## config.mk

```make
export PLATFORM = sky130hd
export DESIGN_NAME = pulse_period_monitor
export DESIGN_NICKNAME = d
export VERILOG_FILES = /design/src/rtl/pulse_mon_pkg.sv /design/src/rtl/period_timer.sv /design/src/rtl/pulse_period_monitor.sv
export SDC_FILE = /design/constraint.sdc
export NUM_CORES = 1
export LEC_CHECK = 0
export CAP_MARGIN = 20
export CORE_MARGIN = 8
export CORE_UTILIZATION = 40
export DETAILED_ROUTE_END_ITERATION = 8
export PLACE_DENSITY = 0.67
export SLEW_MARGIN = 0
export SYNTH_ARGS = -nofsm -noshare
export SYNTH_HDL_FRONTEND = slang
export SYNTH_HIERARCHICAL = 1
export SYNTH_SLANG_ARGS = --single-unit
```

## constraint.sdc

```tcl
create_clock -name clk -period 3.05 [get_ports clk]
set_input_delay 0.61 -clock clk [delete_from_list [all_inputs] [get_ports clk]]
set_output_delay 0.61 -clock clk [all_outputs]
set_load 0.1 [all_outputs]
```

## src/rtl/pulse_mon_pkg.sv

```systemverilog
// Shared definitions for the delay-pulse generator and its period monitor.
// Defaults live here so both sides agree on the pulse spacing.
package pulse_mon_pkg;

    // Generator runs N=12500, i.e. N+1 clocks between pulses.
    localparam int PERIOD_DEF   = 12501;
    localparam int CBITS_DEF    = 14;
    localparam int TOL_DEF      = 0;
    localparam int LOCK_CNT_DEF = 2;
    localparam int FAULT_W      = 8;

    typedef enum logic [1:0] {
        IDLE    = 2'd0,
        ACQUIRE = 2'd1,
        LOCKED  = 2'd2,
        FAULT   = 2'd3
    } mon_state_t;

endpackage

```

## src/rtl/period_timer.sv

```systemverilog
// Free-running interval counter, cleared by each pulse, plus the
// acceptance-window compare against the expected period.
module period_timer #(
    parameter int PERIOD = 12501,
    parameter int CBITS  = 14,
    parameter int TOL    = 0
) (
    input  logic             clk,
    input  logic             rst,
    input  logic             sig_in,
    output logic [CBITS-1:0] phase,
    output logic             good,
    output logic             early,
    output logic             timeout
);

    localparam logic [CBITS-1:0] WIN_LO = CBITS'(PERIOD - 1 - TOL);
    localparam logic [CBITS-1:0] WIN_HI = CBITS'(PERIOD - 1 + TOL);
    localparam logic [CBITS-1:0] PH_MAX = '1;

    // Phase restarts after each pulse, otherwise counts up and parks at all-ones
    always_ff @(posedge clk or posedge rst) begin
        if (rst)
            phase <= '0;
        else if (sig_in)
            phase <= '0;
        else if (phase != PH_MAX)
            phase <= phase + CBITS'(1);
    end

    // Classify the current cycle; the window is inclusive on both ends,
    // so a pulse on the timeout cycle is still good
    always_comb begin
        good    = sig_in && (phase >= WIN_LO) && (phase <= WIN_HI);
        early   = sig_in && (phase <  WIN_LO);
        timeout = !sig_in && (phase == WIN_HI);
    end

endmodule

```

## src/rtl/pulse_period_monitor.sv

```systemverilog
// Health monitor for the periodic delay pulse: acquires lock after
// LOCK_CNT on-time intervals, flags early and late/missing pulses and
// keeps a saturating fault count.
module pulse_period_monitor
    import pulse_mon_pkg::*;
#(
    parameter int PERIOD   = PERIOD_DEF,
    parameter int CBITS    = CBITS_DEF,
    parameter int TOL      = TOL_DEF,
    parameter int LOCK_CNT = LOCK_CNT_DEF
) (
    input  logic               clk,
    input  logic               rst,
    input  logic               sig_in,
    input  logic               clr,
    output logic               locked,
    output logic               early,
    output logic               late,
    output logic [FAULT_W-1:0] fault_cnt,
    output logic [CBITS-1:0]   phase
);

    localparam int GW = (LOCK_CNT < 2) ? 1 : $clog2(LOCK_CNT + 1);
    localparam logic [GW-1:0] LOCK_LAST = GW'(LOCK_CNT - 1);

    mon_state_t  state, state_nxt;
    logic [GW-1:0] good_cnt, good_cnt_nxt;
    logic        win_good, win_early, win_timeout;
    logic        early_nxt, late_nxt, fault_evt;

    period_timer #(
        .PERIOD (PERIOD),
        .CBITS  (CBITS),
        .TOL    (TOL)
    ) u_timer (
        .clk     (clk),
        .rst     (rst),
        .sig_in  (sig_in),
        .phase   (phase),
        .good    (win_good),
        .early   (win_early),
        .timeout (win_timeout)
    );

    // State, good-interval count and registered flags
    always_ff @(posedge clk or posedge rst) begin
        if (rst) begin
            state    <= IDLE;
            good_cnt <= '0;
            locked   <= 1'b0;
            early    <= 1'b0;
            late     <= 1'b0;
        end else begin
            state    <= state_nxt;
            good_cnt <= good_cnt_nxt;
            locked   <= (state_nxt == LOCKED);
            early    <= early_nxt;
            late     <= late_nxt;
        end
    end

    // Next-state logic; IDLE and FAULT only wait for a reference pulse
    always_comb begin
        state_nxt    = state;
        good_cnt_nxt = good_cnt;
        early_nxt    = 1'b0;
        late_nxt     = 1'b0;
        case (state)
            IDLE: begin
                if (sig_in) begin
                    state_nxt    = ACQUIRE;
                    good_cnt_nxt = '0;
                end
            end
            ACQUIRE: begin
                if (win_good) begin
                    if (good_cnt == LOCK_LAST) begin
                        state_nxt    = LOCKED;
                        good_cnt_nxt = '0;
                    end else begin
                        good_cnt_nxt = good_cnt + GW'(1);
                    end
                end else if (win_early) begin
                    // Early pulse restarts acquisition from itself
                    early_nxt    = 1'b1;
                    good_cnt_nxt = '0;
                end else if (win_timeout) begin
                    late_nxt  = 1'b1;
                    state_nxt = FAULT;
                end
            end
            LOCKED: begin
                if (win_early) begin
                    early_nxt = 1'b1;
                    state_nxt = FAULT;
                end else if (win_timeout) begin
                    late_nxt  = 1'b1;
                    state_nxt = FAULT;
                end
            end
            FAULT: begin
                if (sig_in) begin
                    state_nxt    = ACQUIRE;
                    good_cnt_nxt = '0;
                end
            end
            default: begin
                state_nxt    = IDLE;
                good_cnt_nxt = '0;
            end
        endcase
    end

    assign fault_evt = early_nxt | late_nxt;

    // Saturating fault counter; a clear coinciding with an event leaves 1
    always_ff @(posedge clk or posedge rst) begin
        if (rst)
            fault_cnt <= '0;
        else if (clr)
            fault_cnt <= FAULT_W'(fault_evt);
        else if (fault_evt && (fault_cnt != '1))
            fault_cnt <= fault_cnt + FAULT_W'(1);
    end

endmodule
```

==> results.txt, run 1 <==
Detailed-route DRC error count = 0
Clock latency at the later pin of the worst-skew pair = 280 ps
Total internal power = 0.732 mW
Count of antenna-violating nets left after detailed routing = 0
DIE HEIGHT = 82.6 um
Synth top area cells = sky130_fd_sc_hd__dfrtp_1, sky130_fd_sc_hd__ha_1, sky130_fd_sc_hd__a21oi_1
Number of maximum-capacitance constraint violations = 0
Number of cells traversed by the worst register-to-register path = 8
Post-synth top area share = 40.9%
Commonest cells after routing, fill and taps aside = sky130_fd_sc_hd__dfrtp_1, sky130_fd_sc_hd__buf_4, sky130_fd_sc_hd__inv_1, sky130_fd_sc_hd__a21oi_1, sky130_fd_sc_hd__nor2_1
Launching point of the worst reg2reg path = u_timer/phase[9]
Final worst clock skew = 5.27 ps
Hold_sp = good_cnt[1]
Hold buffer count at CTS = 0
Pin count of the biggest net entering global routing = 16
Maximum ir drop on the vdd rail = 0.207 mV
Source of the critical timing path = u_timer/phase[9]
Total of cells resized after clock tree synthesis = 0
Initial antenna violation count = 0
Max transition margin = 61.3%
Area of placed instances = 2040 um2
CTS buffer count = 5
Initial standard-cell utilization of the core = 41.1%
Hold depth = 1
Run status = complete, no violations
Wire length of the first global-routing pass = 6560 um
Mapped Cells = 193
Worst Slack Setup Final = 418 ps
FF-to-FF End = fault_cnt[4]
Maximum fanout along the worst path = 10
Final setup viols = 0
I/O Pins = 29
Cell Rows = 24
Mapped Avg Cell Area = 9.20 um2
Number of synthesized flops with an enable pin = 0
Endpoint type of the worst setup path = flip-flop
Number of sinks on the clock net = 29
Clock-pin slew reported for the worst setup and hold paths after clock tree synthesis = 60 ps
F_max = 380 MHz
Number of design-rule violations left by the first detailed-router iteration = 54
Maximum level of the CTS H-tree = 2
Via density = 5.65
Minimum period implied by the final worst setup slack = 2630 ps
CP arrival = 2840 ps
Total number of vias = 1566
Vias in the first global route = 1434
Fraction of layout cells with a size suffix above 1 = 19.6%
RePlAce Congestion = 0.866
Chip width = 82.6 um
Maximum clock path buffer count = 2
Worst min path class = flip-flop to flip-flop
Final hold violations = 0
Transition time of the tightest slew-check pin = 580 ps
GR Util All Layers = 12.4%
Net load switching power = 0.487 mW
Flip-flop cell with the highest count after synthesis = sky130_fd_sc_hd__dfrtp_1
Clock tree from TritonCTS = yes
Cell taking the most area after synthesis = sky130_fd_sc_hd__dfrtp_1
Required time of the critical path = 3250 ps
Mapped cell area = 1780 um2
Total Die Area = 6830 um2
Post-CTS setup buffer count = 0
Area growth from synthesis to layout = 19.2%
Port Buffers = 28
Total of flip-flops plus latches after synthesis = 29
Unique masters post-synth = 46
Final total negative setup slack = 0 ps
Fraction of registers with async set or reset after synthesis = 100%
Count of pins over their slew limit = 0
Startpoint-to-endpoint class of the critical path = flip-flop to flip-flop
Core Region = 4320 um2
Final worst-path cycle share = 86.3%
Number of diodes = 0
Hold Crit Endpoint = good_cnt[1]
Power density over the cells = 576 nW/um2
Power share of the sequential group = 37.2%
Wire per inst = 14.3 um
Logic pwr share = 38.2%
Post-synth net total = 204
Net total in the final layout = 235
Unrepaired setup endpoints after global routing = false
Startpoint class of the critical path = flip-flop
Total of warnings raised by yosys = 6
Final cell area excluding filler cells = 2120 um2
Sequential share of the synthesized area = 40.9%
Detailed Place HPWL = 2930 um
Overflow left after global routing = 0
Final WL = 3960 um
Static leakage = 0.886 nW
Clk network pwr share = 24.6%
Router iterations before antenna repair = 4
Fraction of power spent switching nets = 40.0%
Placement Setup Slack = 426 ps
FF-to-FF setup slack = 420 ps
Clock root cell = sky130_fd_sc_hd__clkbuf_8
==> through the flow <==
stage	instances	utilization (%)	total power [mW]	hold WS (ps)
2_1_floorplan	193	-	0.844	478
3_3_place_gp	269	47.1	0.924	501
4_1_cts	277	49.0	1.23	515
3_5_place_dp	269	47.1	0.929	502
5_1_grt	277	49.0	1.30	534
6_report	277	49.0	1.22	518
==> cell usage after synthesis, types with 2 or more instances <==
cell                       number
sky130_fd_sc_hd__o31ai_1        6
sky130_fd_sc_hd__ha_1           7
sky130_fd_sc_hd__inv_1         14
sky130_fd_sc_hd__and2_1         2
sky130_fd_sc_hd__and3_1         2
sky130_fd_sc_hd__nand3_1        6
sky130_fd_sc_hd__a31oi_1        4
sky130_fd_sc_hd__or3_1          3
sky130_fd_sc_hd__o21ai_0        6
sky130_fd_sc_hd__nand4_1        5
sky130_fd_sc_hd__or4_1          5
sky130_fd_sc_hd__a21oi_1       14
sky130_fd_sc_hd__nor4_1         6
sky130_fd_sc_hd__a211oi_1       2
sky130_fd_sc_hd__dfrtp_1       29
sky130_fd_sc_hd__nand2_1       11
sky130_fd_sc_hd__o21a_1         2
sky130_fd_sc_hd__mux2_2         3
sky130_fd_sc_hd__nor3_1        10
sky130_fd_sc_hd__nand3_2        2
sky130_fd_sc_hd__mux2i_1        3
sky130_fd_sc_hd__nor4b_1        2
sky130_fd_sc_hd__buf_2          2
sky130_fd_sc_hd__nor2_1        13
sky130_fd_sc_hd__clkbuf_1       3
sky130_fd_sc_hd__buf_6          2
sky130_fd_sc_hd__nor2b_1        6
sky130_fd_sc_hd__a21o_1         3
sky130_fd_sc_hd__nor3b_1        3
==> sequential cells by signal, summed over array words and instances, names as in the netlist <==
register       cells
u_timer/phase     14
fault_cnt          8
good_cnt           2
state              2
early              1
late               1
locked             1
==> layer usage <==
metal | track usage [%] | share of wire [%]
met1 | 15.0 | 47
met2 | 19.8 | 47
met3 | 3.68 | 5.0
met4 | 5.69 | 1.5
met5 | 0 | 0
==> power by group through the flow <==
stage,clock network [mW],logic (mW),registers (mW)
5_1_grt,0.333,0.511,0.460
2_1_floorplan,0,0.257,0.587
4_1_cts,0.312,0.469,0.453
3_3_place_gp,0,0.466,0.458
3_5_place_dp,0,0.469,0.460
6_report,0.301,0.466,0.453
==> kinds of logic after synthesis <==
kind of cell,Yosys count,share of synthesized area [%]
multiplexers,6,3.59
flip-flops,29,40.9
adder cells (fa/ha/maj),7,4.93
XOR/XNOR,2,0.987
AND/OR/NAND/NOR,81,26.5
buffers and inverters,22,5.85
AO/OA/AOI/OAI,46,17.3
==> layout make-up <==
| type | count | area (um2) |
|---|---|---|
| clock buffer | 8 | 80.1 |
| fill | 440 | 2210 |
| inverter | 14 | 52.6 |
| multi-input combinational | 142 | 946 |
| sequential | 29 | 726 |
| tap | 52 | 65.1 |
| timing repair buffer | 32 | 248 |
==> worst max-delay path by stage <==
| stage | endpoint | slack, ps | cells past startpoint |
|---|---|---|---|
| after floorplan | fault_cnt[4] | 160 | 8 |
| after global placement | fault_cnt[6] | 500 | 8 |
| after detailed placement | fault_cnt[4] | 430 | 8 |
| after CTS | fault_cnt[4] | 420 | 8 |
| after global routing | fault_cnt[6] | 180 | 8 |
| final | fault_cnt[4] | 420 | 8 |
==> critical path: stages, from the launching register on <==
cell and delay [ps]:
sky130_fd_sc_hd__dfrtp_1 450, sky130_fd_sc_hd__nor4_1 360, sky130_fd_sc_hd__nand3_1 130, sky130_fd_sc_hd__nor4_1 310, sky130_fd_sc_hd__nor2b_1 290, sky130_fd_sc_hd__o21bai_1 110, sky130_fd_sc_hd__a21o_1 260, sky130_fd_sc_hd__or4_1 490
sky130_fd_sc_hd__a21oi_1 150
(Power assumes the default switching activity.)
==> inputs of run 2 (changes only) <==
CELL_PAD_IN_SITES_DETAIL_PLACEMENT = 1   (was unset)
CELL_PAD_IN_SITES_GLOBAL_PLACEMENT = 1   (was unset)
GPL_TIMING_DRIVEN = 0   (was unset)
PLACE_DENSITY = 0.83   (was 0.67)
==> results.txt, run 2 (synthesis results as in run 1) <==
Maximum level of the CTS H-tree = 2 (unchanged)
Count of fill cells added during filler insertion = 512 (+16%)
Hold Crit Endpoint = good_cnt[1]
Pin count of the biggest net entering global routing = 16 (unchanged)
Launching point of the worst reg2reg path = u_timer/phase[8]
Detailed-route DRC error count = 0 (unchanged)
Maximum clock path buffer count = 2 (unchanged)
Max transition margin = 34.3% (-27 points)
Static leakage = 0.864 nW (-2.5%)
Wire per inst = 17.0 um (+19%)
Final setup viols = 0 (unchanged)
Area growth from synthesis to layout = 25.8%
Total power = 1.36 mW (+11%)
Minimum period implied by the final worst setup slack = 2810 ps (+181 ps)
Maximum ir drop on the vdd rail = 0.279 mV (+35%)
Router iterations before antenna repair = 4 (unchanged)
Most frequent standard cell in the layout excluding fill and tap cells = sky130_fd_sc_hd__dfrtp_1
Initial standard-cell utilization of the core = 41.1% (unchanged)
Final worst-path cycle share = 92.2% (+5.9 points)
Placed Cells incl. Taps = 272 (+1.1%)
Required time of the critical path = 3250 ps (about the same)
Hold_sp = good_cnt[1]
Clock latency at the later pin of the worst-skew pair = 280 ps (about the same)
Number of design-rule violations left by the first detailed-router iteration = 52 (-3.7%)
Chip width = 82.6 um (unchanged)
Cell Rows = 24 (unchanged)
Worst hold slack after final layout = 521 ps (+3.05 ps)
Maximum fanout along the worst path = 10 (unchanged)
I/O Pins = 29 (unchanged)
Final WL = 4760 um (+20%)
Total of cells resized after clock tree synthesis = 0 (unchanged)
Total Die Area = 6830 um2 (unchanged)
Worst Slack Setup Final = 237 ps (-181 ps)
Clock-pin slew reported for the worst setup and hold paths after clock tree synthesis = 60 ps (about the same)
Total number of vias = 1582 (+1.0%)
Wire length of the first global-routing pass = 7780 um (+19%)
FF-to-FF setup slack = 270 ps (-150 ps)
FF-to-FF End = fault_cnt[4]
Number of sinks on the clock net = 29 (unchanged)
GR Util All Layers = 14.8% (+2.4 points)
Count of antenna-violating nets left after detailed routing = 0 (unchanged)
Unrepaired setup endpoints after global routing = false
Overflow left after global routing = 0 (unchanged)
Port Buffers = 27 (-3.6%)
Final cell area excluding filler cells = 2230 um2 (+5.5%)
F_max = 356 MHz (-6.4%)
Post-CTS setup buffer count = 0 (unchanged)
Number of diodes = 0 (unchanged)
Hold buffer count at CTS = 0 (unchanged)
Endpoint type of the worst setup path = flip-flop
RePlAce Congestion = 0.803 (-7.3%)
Startpoint class of the critical path = primary input
Via density = 5.65 (about the same)
Worst min path class = flip-flop to flip-flop
Register ranked first by flip-flop count = u_timer/phase
Startpoint-to-endpoint class of the critical path = primary input to flip-flop
Net total in the final layout = 238 (+1.3%)
Final worst clock skew = 7.21 ps (+1.93 ps)
Number of maximum-capacitance constraint violations = 0 (unchanged)
Placement Setup Slack = -48.4 ps (-475 ps)
Core Region = 4320 um2 (unchanged)
Final total negative setup slack = 0 ps (unchanged)
Power density over the cells = 608 nW/um2 (+5.6%)
Transition time of the tightest slew-check pin = 983 ps (+403 ps)
Final non-filler cell total = 280 (+1.1%)
Flip-flop count of the largest register after layout = 14 (unchanged)
Number of cells traversed by the worst register-to-register path = 9 (+1)
Clock tree from TritonCTS = yes
Count of pins over their slew limit = 0 (unchanged)
Final core utilization = 51.6% (+2.7 points)
Run status = complete, no violations
Detailed Place HPWL = 3380 um (+15%)
Vias in the first global route = 1626 (+13%)
Commonest cells after routing, fill and taps aside = sky130_fd_sc_hd__dfrtp_1, sky130_fd_sc_hd__clkdlybuf4s50_1, sky130_fd_sc_hd__inv_1, sky130_fd_sc_hd__a21oi_1, sky130_fd_sc_hd__nor2_1
CP arrival = 3020 ps (+180 ps)
Final hold violations = 0 (unchanged)
Largest registers = u_timer/phase (14), fault_cnt (8)
DIE HEIGHT = 82.6 um (unchanged)
CTS buffer count = 5 (unchanged)
Hold depth = 1 (unchanged)
Fraction of layout cells with a size suffix above 1 = 10.1% (-9.5 points)
Initial antenna violation count = 0 (unchanged)
Clock root cell = sky130_fd_sc_hd__clkbuf_8
Area of placed instances = 2110 um2 (+3.6%)
run 2: cell types whose count changed in the layout (fill, tap and decap cells not counted), sizes merged:
cell,before,now
bufinv,0,1
clkdlybuf4s50,3,27
clkbuf,8,10
buf,29,5
run 2: worst max-delay path, cell delays in order:
cell	delay, ps
sky130_fd_sc_hd__clkdlybuf4s50_1	500
sky130_fd_sc_hd__clkbuf_1	360
sky130_fd_sc_hd__inv_1	70
sky130_fd_sc_hd__a31oi_1	380
sky130_fd_sc_hd__o21bai_1	160
sky130_fd_sc_hd__a21o_1	180
sky130_fd_sc_hd__buf_6	130
sky130_fd_sc_hd__or4_1	460
sky130_fd_sc_hd__a21oi_1	150
run 2: area by class of cell:
cell class	instances	area, um2	area share [%]
clock buffer	7	86.3	3.87
buffer	8	51.3	2.30
inverter	14	52.6	2.35
multi-input combinational	142	952	42.6
tap	52	65.1	2.91
timing repair buffer	27	270	12.1
sequential	29	726	32.5
clock inverter	1	30.0	1.34
run 2: worst max path at each step:
stage                            from  cells after the start           end
CTS                  u_timer/phase[8]                      9  fault_cnt[4]
global placement               sig_in                      9  fault_cnt[4]
detailed placement             sig_in                      9  fault_cnt[4]
floorplan           u_timer/phase[12]                      8  fault_cnt[4]
finish                         sig_in                      9  fault_cnt[4]
global route         u_timer/phase[8]                      9  fault_cnt[4]
run 2: per-layer routing:
metal  wire, um  GRT usage, %  vias up
met1       2160          17.4      773
met5          0             0        -
met2       2360          25.3       26
li1           -             -      781
met3        210          4.98        2
met4         22          3.62        0
run 2: report_power, final:
part	internal, mW	leakage, nW	total (mW)	switching (mW)
sequential	0.419	0.396	0.454	0.0353
combinational	0.167	0.410	0.493	0.326
clock	0.266	0.0585	0.412	0.146
total	0.851	0.864	1.36	0.507
